==> src/rtl/spi_pkg.sv <==
`default_nettype none
// ============================================================================
// Module      : spi_pkg
// Description : Shared types and constants for the SPI arbitration slice.
// Revision    : 1.0 - initial release
// ============================================================================
package spi_pkg;

    typedef enum logic [1:0] {
        IDLE   = 2'd0,
        LAUNCH = 2'd1,
        ACTIVE = 2'd2,
        DRAIN  = 2'd3
    } arb_state_t;

    localparam int SPI_FRAME_BITS   = 8;
    localparam int SPI_PHASE_CYCLES = 8;

    function automatic int max_int(input int a, input int b);
        return (a > b) ? a : b;
    endfunction

endpackage
`default_nettype wire

==> src/rtl/rr_arbiter.sv <==
`default_nettype none
// ============================================================================
// Module      : rr_arbiter
// Description : Combinational round-robin pick; search starts after ptr.
// Revision    : 1.0 - initial release
// ============================================================================
module rr_arbiter #(
    parameter int N_REQ = 4,
    parameter int IDX_W = $clog2(N_REQ)
) (
    input  logic [N_REQ-1:0] req,
    input  logic [IDX_W-1:0] ptr,
    output logic             valid,
    output logic [IDX_W-1:0] grant_id,
    output logic [N_REQ-1:0] grant_oh
);

    logic [IDX_W-1:0] w_idx;

    always_comb begin
        valid    = 1'b0;
        grant_id = '0;
        grant_oh = '0;
        w_idx    = '0;
        for (int i = 1; i <= N_REQ; i++) begin
            w_idx = IDX_W'((int'(ptr) + i) % N_REQ);
            if (!valid && req[w_idx]) begin
                valid           = 1'b1;
                grant_id        = w_idx;
                grant_oh[w_idx] = 1'b1;
            end
        end
    end

endmodule
`default_nettype wire

==> src/rtl/spi_arbiter.sv <==
`default_nettype none
// ============================================================================
// Module      : spi_arbiter
// Description : Round-robin sharing of one SPI master; launch, track, ack.
// Revision    : 1.0 - initial release
// ============================================================================
module spi_arbiter
    import spi_pkg::*;
#(
    parameter int N_REQ          = 4,
    parameter int STOP_CYCLES    = 8,
    parameter int LAUNCH_TIMEOUT = 4
) (
    input  logic                            clk,
    input  logic                            rst,
    input  logic [N_REQ-1:0]                req,
    input  logic [SPI_FRAME_BITS*N_REQ-1:0] req_data,
    output logic [N_REQ-1:0]                ack,
    output logic                            err,
    output logic                            busy,
    output logic [$clog2(N_REQ)-1:0]        grant_id,
    output logic                            tx_enable,
    output logic [SPI_FRAME_BITS-1:0]       din,
    input  logic                            cs_in
);

    localparam int c_IDX_W = $clog2(N_REQ);
    localparam int c_CNT_W = $clog2(max_int(STOP_CYCLES, LAUNCH_TIMEOUT)) + 1;
    localparam logic [c_CNT_W-1:0] c_TIMEOUT_LAST = c_CNT_W'(LAUNCH_TIMEOUT - 1);
    localparam logic [c_CNT_W-1:0] c_DRAIN_LOAD   = c_CNT_W'(STOP_CYCLES - 1);

    arb_state_t                r_state;
    logic [c_IDX_W-1:0]        r_ptr;
    logic [c_CNT_W-1:0]        r_cnt;
    logic [N_REQ-1:0]          r_grant_oh;
    logic [N_REQ-1:0]          r_ack;
    logic                      r_err;
    logic                      r_busy;
    logic [c_IDX_W-1:0]        r_grant_id;
    logic                      r_tx_enable;
    logic [SPI_FRAME_BITS-1:0] r_din;

    logic                      w_valid;
    logic [c_IDX_W-1:0]        w_grant_id;
    logic [N_REQ-1:0]          w_grant_oh;
    logic [SPI_FRAME_BITS-1:0] w_bytes [N_REQ];

    for (genvar gi = 0; gi < N_REQ; gi++) begin : g_bytes
        assign w_bytes[gi] = req_data[gi*SPI_FRAME_BITS +: SPI_FRAME_BITS];
    end

    rr_arbiter #(
        .N_REQ (N_REQ),
        .IDX_W (c_IDX_W)
    ) u_rr (
        .req      (req),
        .ptr      (r_ptr),
        .valid    (w_valid),
        .grant_id (w_grant_id),
        .grant_oh (w_grant_oh)
    );

    // ack is raised one cycle early so it lands on the last DRAIN cycle.
    always_ff @(posedge clk) begin
        if (rst) begin
            r_state     <= IDLE;
            r_ptr       <= c_IDX_W'(N_REQ - 1);
            r_cnt       <= '0;
            r_grant_oh  <= '0;
            r_ack       <= '0;
            r_err       <= 1'b0;
            r_busy      <= 1'b0;
            r_grant_id  <= '0;
            r_tx_enable <= 1'b0;
            r_din       <= '0;
        end else begin
            r_tx_enable <= 1'b0;
            r_ack       <= '0;
            r_err       <= 1'b0;
            case (r_state)
                IDLE: begin
                    if (w_valid) begin
                        r_grant_id  <= w_grant_id;
                        r_grant_oh  <= w_grant_oh;
                        r_ptr       <= w_grant_id;
                        r_din       <= w_bytes[w_grant_id];
                        r_tx_enable <= 1'b1;
                        r_cnt       <= '0;
                        r_busy      <= 1'b1;
                        r_state     <= LAUNCH;
                    end
                end
                LAUNCH: begin
                    if (!cs_in) begin
                        r_state <= ACTIVE;
                    end else if (r_cnt == c_TIMEOUT_LAST) begin
                        r_err   <= 1'b1;
                        r_busy  <= 1'b0;
                        r_state <= IDLE;
                    end else begin
                        r_cnt <= r_cnt + 1'b1;
                    end
                end
                ACTIVE: begin
                    if (cs_in) begin
                        r_cnt   <= c_DRAIN_LOAD;
                        r_state <= DRAIN;
                        if (STOP_CYCLES == 1) begin
                            r_ack <= r_grant_oh;
                        end
                    end
                end
                DRAIN: begin
                    if (r_cnt == '0) begin
                        r_busy  <= 1'b0;
                        r_state <= IDLE;
                    end else begin
                        r_cnt <= r_cnt - 1'b1;
                        if (r_cnt == c_CNT_W'(1)) begin
                            r_ack <= r_grant_oh;
                        end
                    end
                end
                default: r_state <= IDLE;
            endcase
        end
    end

    assign ack       = r_ack;
    assign err       = r_err;
    assign busy      = r_busy;
    assign grant_id  = r_grant_id;
    assign tx_enable = r_tx_enable;
    assign din       = r_din;

endmodule
`default_nettype wire

==> config.mk <==
export PLATFORM = sky130hd
export DESIGN_NAME = spi_arbiter
export DESIGN_NICKNAME = d
export VERILOG_FILES = /design/src/rtl/spi_pkg.sv /design/src/rtl/rr_arbiter.sv /design/src/rtl/spi_arbiter.sv
export SDC_FILE = /design/constraint.sdc
export NUM_CORES = 1
export LEC_CHECK = 0
export ABC_AREA = 1
export CAP_MARGIN = 10
export CELL_PAD_IN_SITES_DETAIL_PLACEMENT = 0
export CELL_PAD_IN_SITES_GLOBAL_PLACEMENT = 2
export CORE_ASPECT_RATIO = 1.25
export CORE_MARGIN = 8
export CORE_UTILIZATION = 24
export DETAILED_ROUTE_END_ITERATION = 12
export PLACE_DENSITY_LB_ADDON = 0.1
export SLEW_MARGIN = 20
export SYNTH_ARGS = -nofsm -noshare
export SYNTH_HDL_FRONTEND = slang
export SYNTH_SLANG_ARGS = --single-unit
==> constraint.sdc <==
create_clock -name clk -period 2.27 [get_ports clk]
set_clock_uncertainty 0.1 [all_clocks]
set_input_delay 0.454 -clock clk [delete_from_list [all_inputs] [get_ports clk]]
set_output_delay 0.454 -clock clk [all_outputs]
set_load 0.005 [all_outputs]
==> impl_metrics.env <==
export IMPL_status="completed"
export IMPL_layout_drive_gt1_share_pct=19.48
export IMPL_gr_usage_all_layers_pct=12.16
export IMPL_viasPerCell=4.314
export IMPL_worstPathArrival_ps=2190
export IMPL_via_count=2347
export IMPL_cts_tree="yes"
export IMPL_wl_per_cell_um=13.41
export IMPL_final_common_cell="inv_1"
export IMPL_finalHoldViolations=0
export IMPL_yosys_warnings=0
export IMPL_finalWeightedCongestion=0.7885
export IMPL_slew_violations=0
export IMPL_core_area_sq_um=9125
export IMPL_synth_top_area_cell="dfxtp_1"
export IMPL_yosysTopAreaCellShare_pct=25.89
export IMPL_cp_max_fo=7
export IMPL_grt_pass1_wl_mm=12.17
export IMPL_clk_pin_slew_worst_paths_ps=50
export IMPL_initial_utilization_pct=24.57
export IMPL_drtIter0Drc=50
export IMPL_yosysUniqueCellTypes=32
export IMPL_dp_cells=533
export IMPL_cp_end_kind="register"
export IMPL_dpl_hpwl_mm=5.905
export IMPL_max_freq_ghz=0.4705
export IMPL_drc=0
export IMPL_final_area_sq_um=3342
export IMPL_grt_max_degree=20
export IMPL_synthesis_nets=390
export IMPL_numCtsBuffers=5
export IMPL_worst_slew_pin_slew_ps=316.0
export IMPL_rows=39
export IMPL_routed_wl_mm=7.294
export IMPL_die_w_um=102.5
export IMPL_htreeDepth=2
export IMPL_worst_setup_path_start_kind="input port"
export IMPL_syn_cell_area_sq_um=2242
export IMPL_dpl_cell_area_sq_um=3141
export IMPL_dieArea_sq_um=12710
export IMPL_die_h_um=124.1
export IMPL_drtAntennaViolNets=0
export IMPL_period_needed_ps=2125
export IMPL_drv_cap=0
export IMPL_hold_ws_ps=318.0
export IMPL_synth_cells=334
export IMPL_holdBufCountCts=0
export IMPL_clock_sinks=29
export IMPL_ioPinCount=56
export IMPL_fin_nets=476
export IMPL_power_leakage_nw=1.593
export IMPL_setup_viol=0
export IMPL_portBuffers=55
export IMPL_firstDrtPassIters=4
export IMPL_cts_max_path_buffers=2
export IMPL_grt_overflow_total=0
export IMPL_root_buffer="clkbuf_16"
export IMPL_synthTopCellsByArea="dfxtp_1, inv_1, nand2_1"
export IMPL_antenna_found_initial=0
export IMPL_reg2regPathDepth=11
export IMPL_seq_area_frac_synth_pct=25.89
export IMPL_cp_required_ps=2340
export IMPL_p_per_area_nw_per_um2=1520
export IMPL_grt_pass1_vias=2537
export IMPL_insertion_delay_ps=270
export IMPL_hold_path_cell_count=2
export IMPL_layout_cells_most_common_list="inv_1, nand2_1, clkdlybuf4s50_1"
export IMPL_timing_final_crit_share_pct=93.63
export IMPL_vdd_drop_max_v=0.0005617
export IMPL_diodes=0
export IMPL_fin_tns_setup_ps=0
export IMPL_avgSynthCellArea_sq_um=6.713
export IMPL_hold_path_class="register to register"
export IMPL_slew_headroom_pct=78.74
export IMPL_crit_type="input port to register"
export IMPL_ys_seq_elements=29
export IMPL_stdcell_count=544
export IMPL_area_growth_pct=49.05
synthesized netlist by cell type (all sizes together):
cell / number
nor4: 1
nor2: 32
clkbuf: 2
o21ai: 13
a21oi: 25
ha: 17
a221oi: 1
nand3: 32
inv: 63
nor3: 3
a211oi: 2
nand4: 16
dfxtp: 29
o211ai: 3
nor3b: 3
buf: 5
nand2: 79
a31oi: 2
o22ai: 6
power by group:
| group | switching, mW | leakage (nW) | internal [mW] |
|---|---|---|---|
| Combinational | 2.07 | 1.28 | 1.59 |
| Sequential | 0.108 | 0.239 | 0.679 |
| Clock | 0.224 | 0.0706 | 0.401 |
| Total | 2.41 | 1.59 | 2.68 |
worst max-delay path, cell delays in order:
cell,delay (ps)
clkdlybuf4s50_1,430
nand2_2,90
nand2_2,100
nand2_2,70
nand2_2,100
nor2_8,170
nand2_2,100
o21ai_4,290
nand2_4,120
nor3b_2,200
nor2_2,50
cell families after synthesis:
family | Yosys count | share of synthesized area, %
AOI/OAI and AO/OA | 52 | 13.62
adders and majority gates | 17 | 9.486
buffers and inverters | 70 | 12.67
DFF | 29 | 25.89
and+or+nand+nor | 166 | 38.34
repair_timing:
item                                    4_1_cts  5_1_grt
endpoints found under the setup margin        0       18
gates resized for setup                       0       10
setup buffers                                 0        3
layout make-up:
type,count,area (sq um)
Multi-Input combinational cell,235,1413
Tap cell,123,153.9
Timing Repair Buffer,86,813.3
Sequential cell,29,581.8
Fill cell,1010,5783
Clock buffer,6,128.9
Inverter,63,241.5
Clock inverter,2,10.01
metal layers:
metal  share of wire (%)  GRT usage, %  up-vias
li1                    -             -     1254
met1                  44         14.04     1043
met2                  51         21.68       39
met3                 3.3         2.405       11
met4                 1.7         4.140        0
met5                   0             0        -
final timing paths:
check	startpoint	endpoint	slack, ps
worst max-delay path	req[3]	din[0]	140
worst min-delay path	r_grant_oh[3]	ack[3]	320
worst max register to register	r_ptr[1]	din[0]	210
worst min register to register	r_grant_oh[3]	ack[3]	320
flip-flops by register name (all words and copies together) (netlist names), named ones only:
register,count
busy,1
r_cnt,4
r_ptr,2
r_grant_oh,4
din,8
tx_enable,1
err,1
ack,4
grant_id,2
r_state,1
per-stage QoR:
step | setup slack [ps] | power (mW) | utilization, %
after floorplan | 64.48 | 3.089 | -
after global placement | -152.4 | 4.401 | 34.42
after detailed placement | -176.5 | 4.370 | 34.42
after CTS | 21.27 | 5.025 | 35.94
after global routing | -0.2072 | 5.636 | 36.62
final | 144.6 | 5.081 | 36.62
(Power assumes the default switching activity.)
